==> src/rtl/mips_mem_arbiter.sv <==
// Arbitrates the MIPS core's instruction and data channels onto one single-port SRAM.
// One transaction in flight at a time; data requests win over instruction fetches.
//
// state | meaning
// IDLE  | accepting requests (acks are combinational here only)
// WR    | SRAM write strobe cycle
// RD    | SRAM read strobe cycle
// WAIT  | counting down SRAM read latency
// IRESP | Instruction held valid until Inst_Ack
// DRESP | Read_data held valid until Read_data_Ack
module mips_mem_arbiter #(
  parameter int ADDR_WIDTH = 10,
  parameter int RD_LATENCY = 1
) (
  input  logic                  clk,
  input  logic                  rst,
  input  logic [31:0]           PC,
  input  logic                  Inst_Req_Valid,
  output logic                  Inst_Req_Ack,
  output logic [31:0]           Instruction,
  output logic                  Inst_Valid,
  input  logic                  Inst_Ack,
  input  logic [31:0]           Address,
  input  logic                  MemWrite,
  input  logic [31:0]           Write_data,
  input  logic [3:0]            Write_strb,
  input  logic                  MemRead,
  output logic                  Mem_Req_Ack,
  output logic [31:0]           Read_data,
  output logic                  Read_data_Valid,
  input  logic                  Read_data_Ack,
  output logic                  mem_en,
  output logic [3:0]            mem_wen,
  output logic [ADDR_WIDTH-1:0] mem_addr,
  output logic [31:0]           mem_wdata,
  input  logic [31:0]           mem_rdata
);

  typedef enum logic [2:0] {IDLE, WR, RD, WAIT, IRESP, DRESP} state_t;

  localparam logic [2:0] LAT_LOAD = 3'(RD_LATENCY - 1);

  state_t     state;
  logic [2:0] lat_cnt;
  logic       src_inst;

  logic idle, take_wr, take_rd, take_inst;

  // Gated by rst so the acks also read 0 while reset is held.
  assign idle      = (state == IDLE) && rst;
  assign take_wr   = idle && MemWrite;
  assign take_rd   = idle && !MemWrite && MemRead;
  assign take_inst = idle && !MemWrite && !MemRead && Inst_Req_Valid;

  assign Mem_Req_Ack  = take_wr || take_rd;
  assign Inst_Req_Ack = take_inst;

  always_ff @(posedge clk or negedge rst) begin
    if (!rst) begin
      state           <= IDLE;
      lat_cnt         <= '0;
      src_inst        <= 1'b0;
      mem_en          <= 1'b0;
      mem_wen         <= '0;
      mem_addr        <= '0;
      mem_wdata       <= '0;
      Instruction     <= '0;
      Inst_Valid      <= 1'b0;
      Read_data       <= '0;
      Read_data_Valid <= 1'b0;
    end else begin
      case (state)
        IDLE: begin
          if (take_wr) begin
            state     <= WR;
            mem_en    <= 1'b1;
            mem_wen   <= Write_strb;
            mem_addr  <= Address[ADDR_WIDTH+1:2];
            mem_wdata <= Write_data;
          end else if (take_rd) begin
            state    <= RD;
            mem_en   <= 1'b1;
            mem_wen  <= '0;
            mem_addr <= Address[ADDR_WIDTH+1:2];
            src_inst <= 1'b0;
          end else if (take_inst) begin
            state    <= RD;
            mem_en   <= 1'b1;
            mem_wen  <= '0;
            mem_addr <= PC[ADDR_WIDTH+1:2];
            src_inst <= 1'b1;
          end
        end
        WR: begin
          mem_en  <= 1'b0;
          mem_wen <= '0;
          state   <= IDLE;
        end
        RD: begin
          mem_en  <= 1'b0;
          lat_cnt <= LAT_LOAD;
          state   <= WAIT;
        end
        WAIT: begin
          if (lat_cnt == 3'd0) begin
            if (src_inst) begin
              Instruction <= mem_rdata;
              Inst_Valid  <= 1'b1;
              state       <= IRESP;
            end else begin
              Read_data       <= mem_rdata;
              Read_data_Valid <= 1'b1;
              state           <= DRESP;
            end
          end else begin
            lat_cnt <= lat_cnt - 3'd1;
          end
        end
        IRESP: begin
          if (Inst_Ack) begin
            Inst_Valid <= 1'b0;
            state      <= IDLE;
          end
        end
        DRESP: begin
          if (Read_data_Ack) begin
            Read_data_Valid <= 1'b0;
            state           <= IDLE;
          end
        end
        default: state <= IDLE;
      endcase
    end
  end

endmodule
==> config.mk <==
export PLATFORM = sky130hd
export DESIGN_NAME = mips_mem_arbiter
export DESIGN_NICKNAME = d
export VERILOG_FILES = /design/src/rtl/mips_mem_arbiter.sv
export SDC_FILE = /design/constraint.sdc
export NUM_CORES = 1
export LEC_CHECK = 0
export CAP_MARGIN = 20
export CORE_UTILIZATION = 36
export DETAILED_ROUTE_END_ITERATION = 10
export PLACE_DENSITY = 0.84
export SETUP_SLACK_MARGIN = 0.15
export SYNTH_ARGS = -nofsm -noshare
export SYNTH_HDL_FRONTEND = slang
export SYNTH_SLANG_ARGS = --single-unit
export TNS_END_PERCENT = 1
==> constraint.sdc <==
create_clock -name clk -period 1.87 [get_ports clk]
set_input_delay 0.374 -clock clk [delete_from_list [all_inputs] [get_ports clk]]
set_output_delay 0.374 -clock clk [all_outputs]
set_load 0.005 [all_outputs]
==> results of run 1 <==
-- repair_timing --
item,4_1_cts,5_1_grt
gates cloned,0,0
pin swaps,16,11
endpoints found under the setup margin,89,115
buffers inserted,1,0
resized for setup,21,8
hold buffers,0,0
-- flip-flops by register name (all words and copies together), names as in the netlist --
signal	cells
Read_data_Valid	1
mem_wdata	32
mem_en	1
src_inst	1
Inst_Valid	1
lat_cnt	3
mem_wen	4
Instruction	32
state	3
mem_addr	10
Read_data	32
-- metal layers --
layer / part of all wire (%) / vias to the layer above / routed length, um / global-route usage [%]
met5: 0 / - / 0 / 0
met1: 41 / 1805 / 5270 / 21.6
met2: 53 / 123 / 6860 / 32.5
li1: - / 1640 / - / -
met3: 4.4 / 24 / 570 / 4.67
met4: 2.4 / 0 / 313 / 7.79
-- synthesized netlist by cell type, types with 5 or more instances --
| library cell | n |
|---|---|
| buf_6 | 7 |
| mux2_4 | 50 |
| mux2_2 | 46 |
| nor2_1 | 18 |
| inv_1 | 5 |
| a22o_1 | 5 |
| dfrtp_1 | 120 |
| o22ai_1 | 13 |
| a21oi_1 | 16 |
-- kinds of logic (layout without fill, tap and decap cells) --
kind of cell / count (synthesis) / count (layout) / synth area share (%)
buf+inv: 23 / 273 / 4.05
xor+xnor: 1 / 1 / 0.174
flops: 120 / 120 / 59.6
mux: 97 / 97 / 25.4
fa+ha+maj: 2 / 2 / 0.496
simple gates: 43 / 43 / 5.24
compound gates: 40 / 40 / 5.09
-- critical path, stage by stage (launching register included) --
cell and delay [ps]:
dfrtp_1 380, or4b_4 570, buf_6 140, nor2_1 70, buf_2 120
-- final cells by class --
| type | count | share of cell area [%] |
|---|---|---|
| tap | 176 | 2.71 |
| inverter | 6 | 0.308 |
| timing repair buffer | 235 | 29.2 |
| multi-input combinational | 183 | 23.6 |
| clock buffer | 22 | 5.72 |
| clock inverter | 10 | 1.48 |
| sequential | 120 | 37.0 |
-- power groups by stage --
stage	Combinational, mW	Clock [mW]	Sequential [mW]
floorplan	2.48	0	4.66
finish	5.88	3.19	4.63
global route	6.25	3.39	4.77
CTS	5.93	3.27	4.64
detailed placement	5.83	0	4.64
global placement	5.69	0	4.54
-- metrics by stage --
step	setup TNS [ps]	std cells	power, mW
3_5_place_dp	-9140	719	10.5
6_report	-252	752	13.7
4_1_cts	-307	752	13.8
3_3_place_gp	-8260	719	10.2
2_1_floorplan	0	326	7.15
5_1_grt	-613	752	14.4
-- final timing paths --
| path | slack [ps] | start | end |
|---|---|---|---|
| max | -180 | state[0] | Inst_Req_Ack |
| min | 100 | rst | mem_addr[5] |
| max reg2reg | 60 | lat_cnt[0] | Read_data[10] |
| min reg2reg | 490 | Read_data_Valid | Read_data_Valid |
| max in group asynchronous | 950 | rst | Instruction[14] |
| min in group clk | 490 | Read_data_Valid | Read_data_Valid |
==> impl_metrics.py, run 1 <==
metrics = {
    "hold_path": {
        "min_path_type": "in -> async",
    },
    "clocking": {
        "clock_latency_ps": 400,
        "cts_tree": "done",
        "root_buffer": "clkbuf_16",
        "clock_path_buffers": 2,
        "clkTransAtPathRegs_ps": 60,
        "h-tree-depth": 4,
        "cts_buffers": 17,
        "cts_num_sinks": 120,
    },
    "finish": {
        "final-seq-area_um2": 3000,
        "mostFrequentLayoutCells": "clkdlybuf4s50_1 (203), dfrtp_1 (120), mux2_4 (63)",
        "layout_commonest_cell": "clkdlybuf4s50_1",
        "multi_input_area_um2": 1920,
        "fillCellCount": 1058,
        "drive_above_1_share_pct": 30.4,
        "fin_area_um2": 8120,
        "fin_util_pct": 60.4,
        "diodes": 0,
        "syn2layout_area_growth_pct": 61.1,
        "fin_nets": 704,
    },
    "drt": {
        "wirelength_um": 13000,
        "avgRoutedWirePerCell_um": 17.3,
        "drc": 0,
        "route.vias.total": 3592,
        "viasPerCell": 4.78,
        "drtIter0Drc": 174,
        "drt_pass1_iterations": 4,
        "antenna_left": 0,
    },
    "floorplanning": {
        "io_pins": 254,
        "start_util_pct": 37.5,
        "coreArea_um2": 13500,
        "dieWidth_um": 120,
        "rows": 42,
        "dieArea_um2": 14500,
        "die_y_um": 120,
    },
    "setup_path": {
        "crit_fanout": 2,
        "cp.required_ps": 1500,
        "crit_arrival_ps": 1670,
        "r2r_cells": 7,
        "critPathKind": "reg -> out",
        "cp-end-kind": "output pin",
        "critPathLaunchType": "flop",
    },
    "placement": {
        "gp_routability_congestion": 0.811,
        "io_buffers": 209,
        "dpl_worst_slack_ps": -264,
        "dpl_cell_area_um2": 7460,
        "place_hpwl_um": 9280,
    },
    "synthesis": {
        "synth_largest_area_cell": "dfrtp_1",
        "synth_top_area_share_pct": 59.6,
        "yosysWarnings": 0,
        "async_flop_share_pct": 100,
        "synth_edf_count": 0,
        "syn_inst": 326,
        "netlist_area_um2": 5040,
        "ys.flop_type": "dfrtp_1",
        "synth-seq-cells": 120,
        "ys_seq_area_share_pct": 59.6,
        "synthTopCellsByArea": "dfrtp_1 (60%), mux2_4 (15%), mux2_2 (10%), o22ai_1 (1.6%), a21oi_1 (1.6%)",
        "syn_avg_cell_area_um2": 15.5,
        "yosysUniqueCellTypes": 42,
        "synth_fp_nets": 467,
    },
    "grt": {
        "gr-total-overflow": 0,
        "grt_pass1_vias": 3940,
        "grt_max_degree": 100,
        "grt_util_all_layers_pct": 18.6,
        "grt_antenna_before_repair": 0,
        "grt_pass1_wl_um": 20600,
    },
    "power": {
        "p_comb_share_pct": 42.9,
        "p_sw_mw": 3.69,
        "pwr-share-seq_pct": 33.8,
        "power_switching_share_pct": 26.9,
        "intPower_mw": 10.0,
        "ir_drop_mv": 0.798,
        "clkPwrFrac_pct": 23.3,
        "powerDensity_nw_per_um2": 1690,
        "p_leak_nw": 3.56,
    },
    "timing": {
        "period_minus_slack_ps": 2050,
        "fin_crit_sh_pct": 110,
        "setup_ws_ps": -178,
        "slew_headroom_pct": 65.3,
        "slew_violations": 0,
        "hold_violations": 0,
        "finClkSkew_ps": 7.45,
        "worst_pin_slew_ps": 521,
        "finalSetupViolCount": 2,
        "fmax_mhz": 488,
        "whs_ps": 104,
        "rsz0062_at_grt": "true",
    },
    "job": {
        "max_cap_viol_count": 0,
    },
    "outcome": {
        "status": "finished, violations left",
        "violations": "setup timing",
    },
}
Note: power is estimated with default switching activity, not from simulation.
==> run 2: changes to the inputs <==
--- a/config.mk
+++ b/config.mk
@@ -8,6 +8,7 @@
 export CAP_MARGIN = 20
 export CORE_UTILIZATION = 36
 export DETAILED_ROUTE_END_ITERATION = 10
+export GPL_TIMING_DRIVEN = 0
 export PLACE_DENSITY = 0.84
 export SETUP_SLACK_MARGIN = 0.15
 export SYNTH_ARGS = -nofsm -noshare
==> run 2 against run 1 <==
The run ends with hold timing, setup timing left; largest cell class unchanged; critical path depth unchanged; maximum frequency increased by 0.18%; non-clock buffer count decreased by 6; register-to-register slack got worse by 140 ps; core utilization increased by 0.22 points; flip-flop and latch count unchanged; first-iteration DRC count decreased by 38%; sequential share of layout area decreased by 0.14 points; die area unchanged; sequential power about the same; critical endpoint unchanged.
==> impl_metrics.py, run 2 (synthesis results as in run 1) <==
metrics = {
    "timing": {
        "worst_pin_slew_ps": 939,
        "rsz0062_at_grt": "true",
        "setup_ws_ps": -175,
        "whs_ps": -98.1,
        "fin_crit_sh_pct": 109,
        "slew_headroom_pct": 37.3,
        "tns_ps": -754,
        "period_minus_slack_ps": 2040,
        "hold_violations": 43,
        "finClkSkew_ps": 7.11,
        "finalSetupViolCount": 12,
        "slew_violations": 0,
        "fmax_mhz": 489,
    },
    "finish": {
        "drive_above_1_share_pct": 29.5,
        "mostFrequentLayoutCells": "clkdlybuf4s50_1 (204), dfrtp_1 (120), mux2_4 (59)",
        "reg_top3": "Instruction: 32 flops, Read_data: 32 flops, mem_wdata: 32 flops",
        "layout_commonest_cell": "clkdlybuf4s50_1",
        "fin_area_um2": 8150,
        "finalNonFillerCells": 746,
        "fin_nets": 698,
        "diodes": 0,
        "fin_util_pct": 60.6,
        "syn2layout_area_growth_pct": 61.7,
        "fillCellCount": 1059,
    },
    "grt": {
        "grt_pass1_vias": 3856,
        "grt_max_degree": 78,
        "gr-total-overflow": 0,
        "grt_pass1_wl_um": 20400,
        "grt_util_all_layers_pct": 18.6,
        "grt_antenna_before_repair": 0,
    },
    "clocking": {
        "cts_tree": "done",
        "clkTransAtPathRegs_ps": 50,
        "clock_path_buffers": 2,
        "root_buffer": "clkbuf_16",
        "clock_latency_ps": 410,
        "cts_buffers": 17,
        "h-tree-depth": 4,
        "cts_num_sinks": 120,
    },
    "floorplanning": {
        "rows": 42,
        "start_util_pct": 37.5,
        "coreArea_um2": 13500,
        "dieArea_um2": 14500,
        "io_pins": 254,
        "die_y_um": 120,
        "dieWidth_um": 120,
    },
    "setup_path": {
        "slowest_delay_ps": 560,
        "critPathLaunchType": "flop",
        "critical_path.cell_chain": "buf_6 -> or4b_4 -> nor2_2 -> buf_2",
        "regToRegSetupSlack_ps": -80,
        "cp.required_ps": 1500,
        "cp-end-kind": "output pin",
        "crit_fanout": 3,
        "critPathKind": "reg -> out",
        "slowest_stage": "or4b_4",
        "crit_arrival_ps": 1670,
    },
    "drt": {
        "wirelength_um": 13000,
        "drtIter0Drc": 108,
        "drt_pass1_iterations": 4,
        "avgRoutedWirePerCell_um": 17.4,
        "antenna_left": 0,
        "route.vias.total": 3557,
        "viasPerCell": 4.77,
        "drc": 0,
    },
    "outcome": {
        "violations": "hold timing, setup timing",
        "status": "finished, violations left",
    },
    "placement": {
        "place_hpwl_um": 9360,
        "dp.cells": 712,
        "gp_routability_congestion": 0.822,
        "dpl_cell_area_um2": 7430,
        "dpl_worst_slack_ps": -628,
        "io_buffers": 209,
    },
    "hold_path": {
        "min_path_type": "in -> async",
    },
    "power": {
        "ir_drop_mv": 0.611,
        "powerDensity_nw_per_um2": 1720,
        "p_leak_nw": 3.57,
    },
    "job": {
        "max_cap_viol_count": 0,
    },
}
-- run 2: changes by cell type in the layout (fill, tap and decap cells not counted), sizes merged, moves of 2 or more --
cell / delta
buf: -9
clkinv: +2
bufinv: +2
clkinvlp: -5
clkbuf: +5
-- run 2: critical path: cells and delay by family, from the launching register on --
kind / cells / cell delay (ps)
buffers and inverters: 2 / 230
and+or+nand+nor: 2 / 660
DFF: 1 / 370
-- run 2: layout make-up --
type	instances	area, um2	share of cell area [%]
Inverter	6	25.0	0.307
Clock buffer	24	502	6.16
Clock inverter	8	140	1.72
Buffer	17	235	2.89
Multi-Input combinational cell	183	1890	23.2
Tap cell	176	220	2.70
Timing Repair Buffer	212	2130	26.1
Sequential cell	120	3000	36.8
-- run 2: through the flow --
step,total power [mW],hold slack [ps]
floorplan,7.15,78.4
global placement,10.2,459
detailed placement,10.5,342
CTS,14.2,-94.7
global route,14.7,-86.0
finish,14.0,-98.1
-- run 2: repair_timing --
action                                 CTS  global route
endpoints found under the hold margin   43            43
setup endpoints to repair               84           108
pin swaps                                3             0
resized for setup                       27             5
setup buffers                            2             0
-- run 2: where the power goes --
part	internal, mW	total (mW)	switching (mW)
logic	4.09	5.88	1.79
clock network	2.40	3.51	1.11
registers	3.89	4.64	0.748
total	10.4	14.0	3.65
-- run 2: final timing paths --
check	startpoint	end	cells after the start
max in group asynchronous	rst	Instruction[5]	2
worst max-delay path	state[1]	Inst_Req_Ack	4
worst min register to register	lat_cnt[0]	lat_cnt[0]	1
worst max register to register	state[0]	mem_addr[2]	3
min in group clk	lat_cnt[0]	lat_cnt[0]	1
worst min-delay path	rst	mem_wdata[30]	1
-- run 2: routing by layer --
| layer | share of wire, % | global-route usage (%) | vias to the layer above |
|---|---|---|---|
| li1 | - | - | 1641 |
| met3 | 4.4 | 5.05 | 28 |
| met4 | 2.5 | 8.26 | 0 |
| met1 | 41 | 21.6 | 1767 |
| met2 | 53 | 32.1 | 121 |
| met5 | 0 | 0 | - |
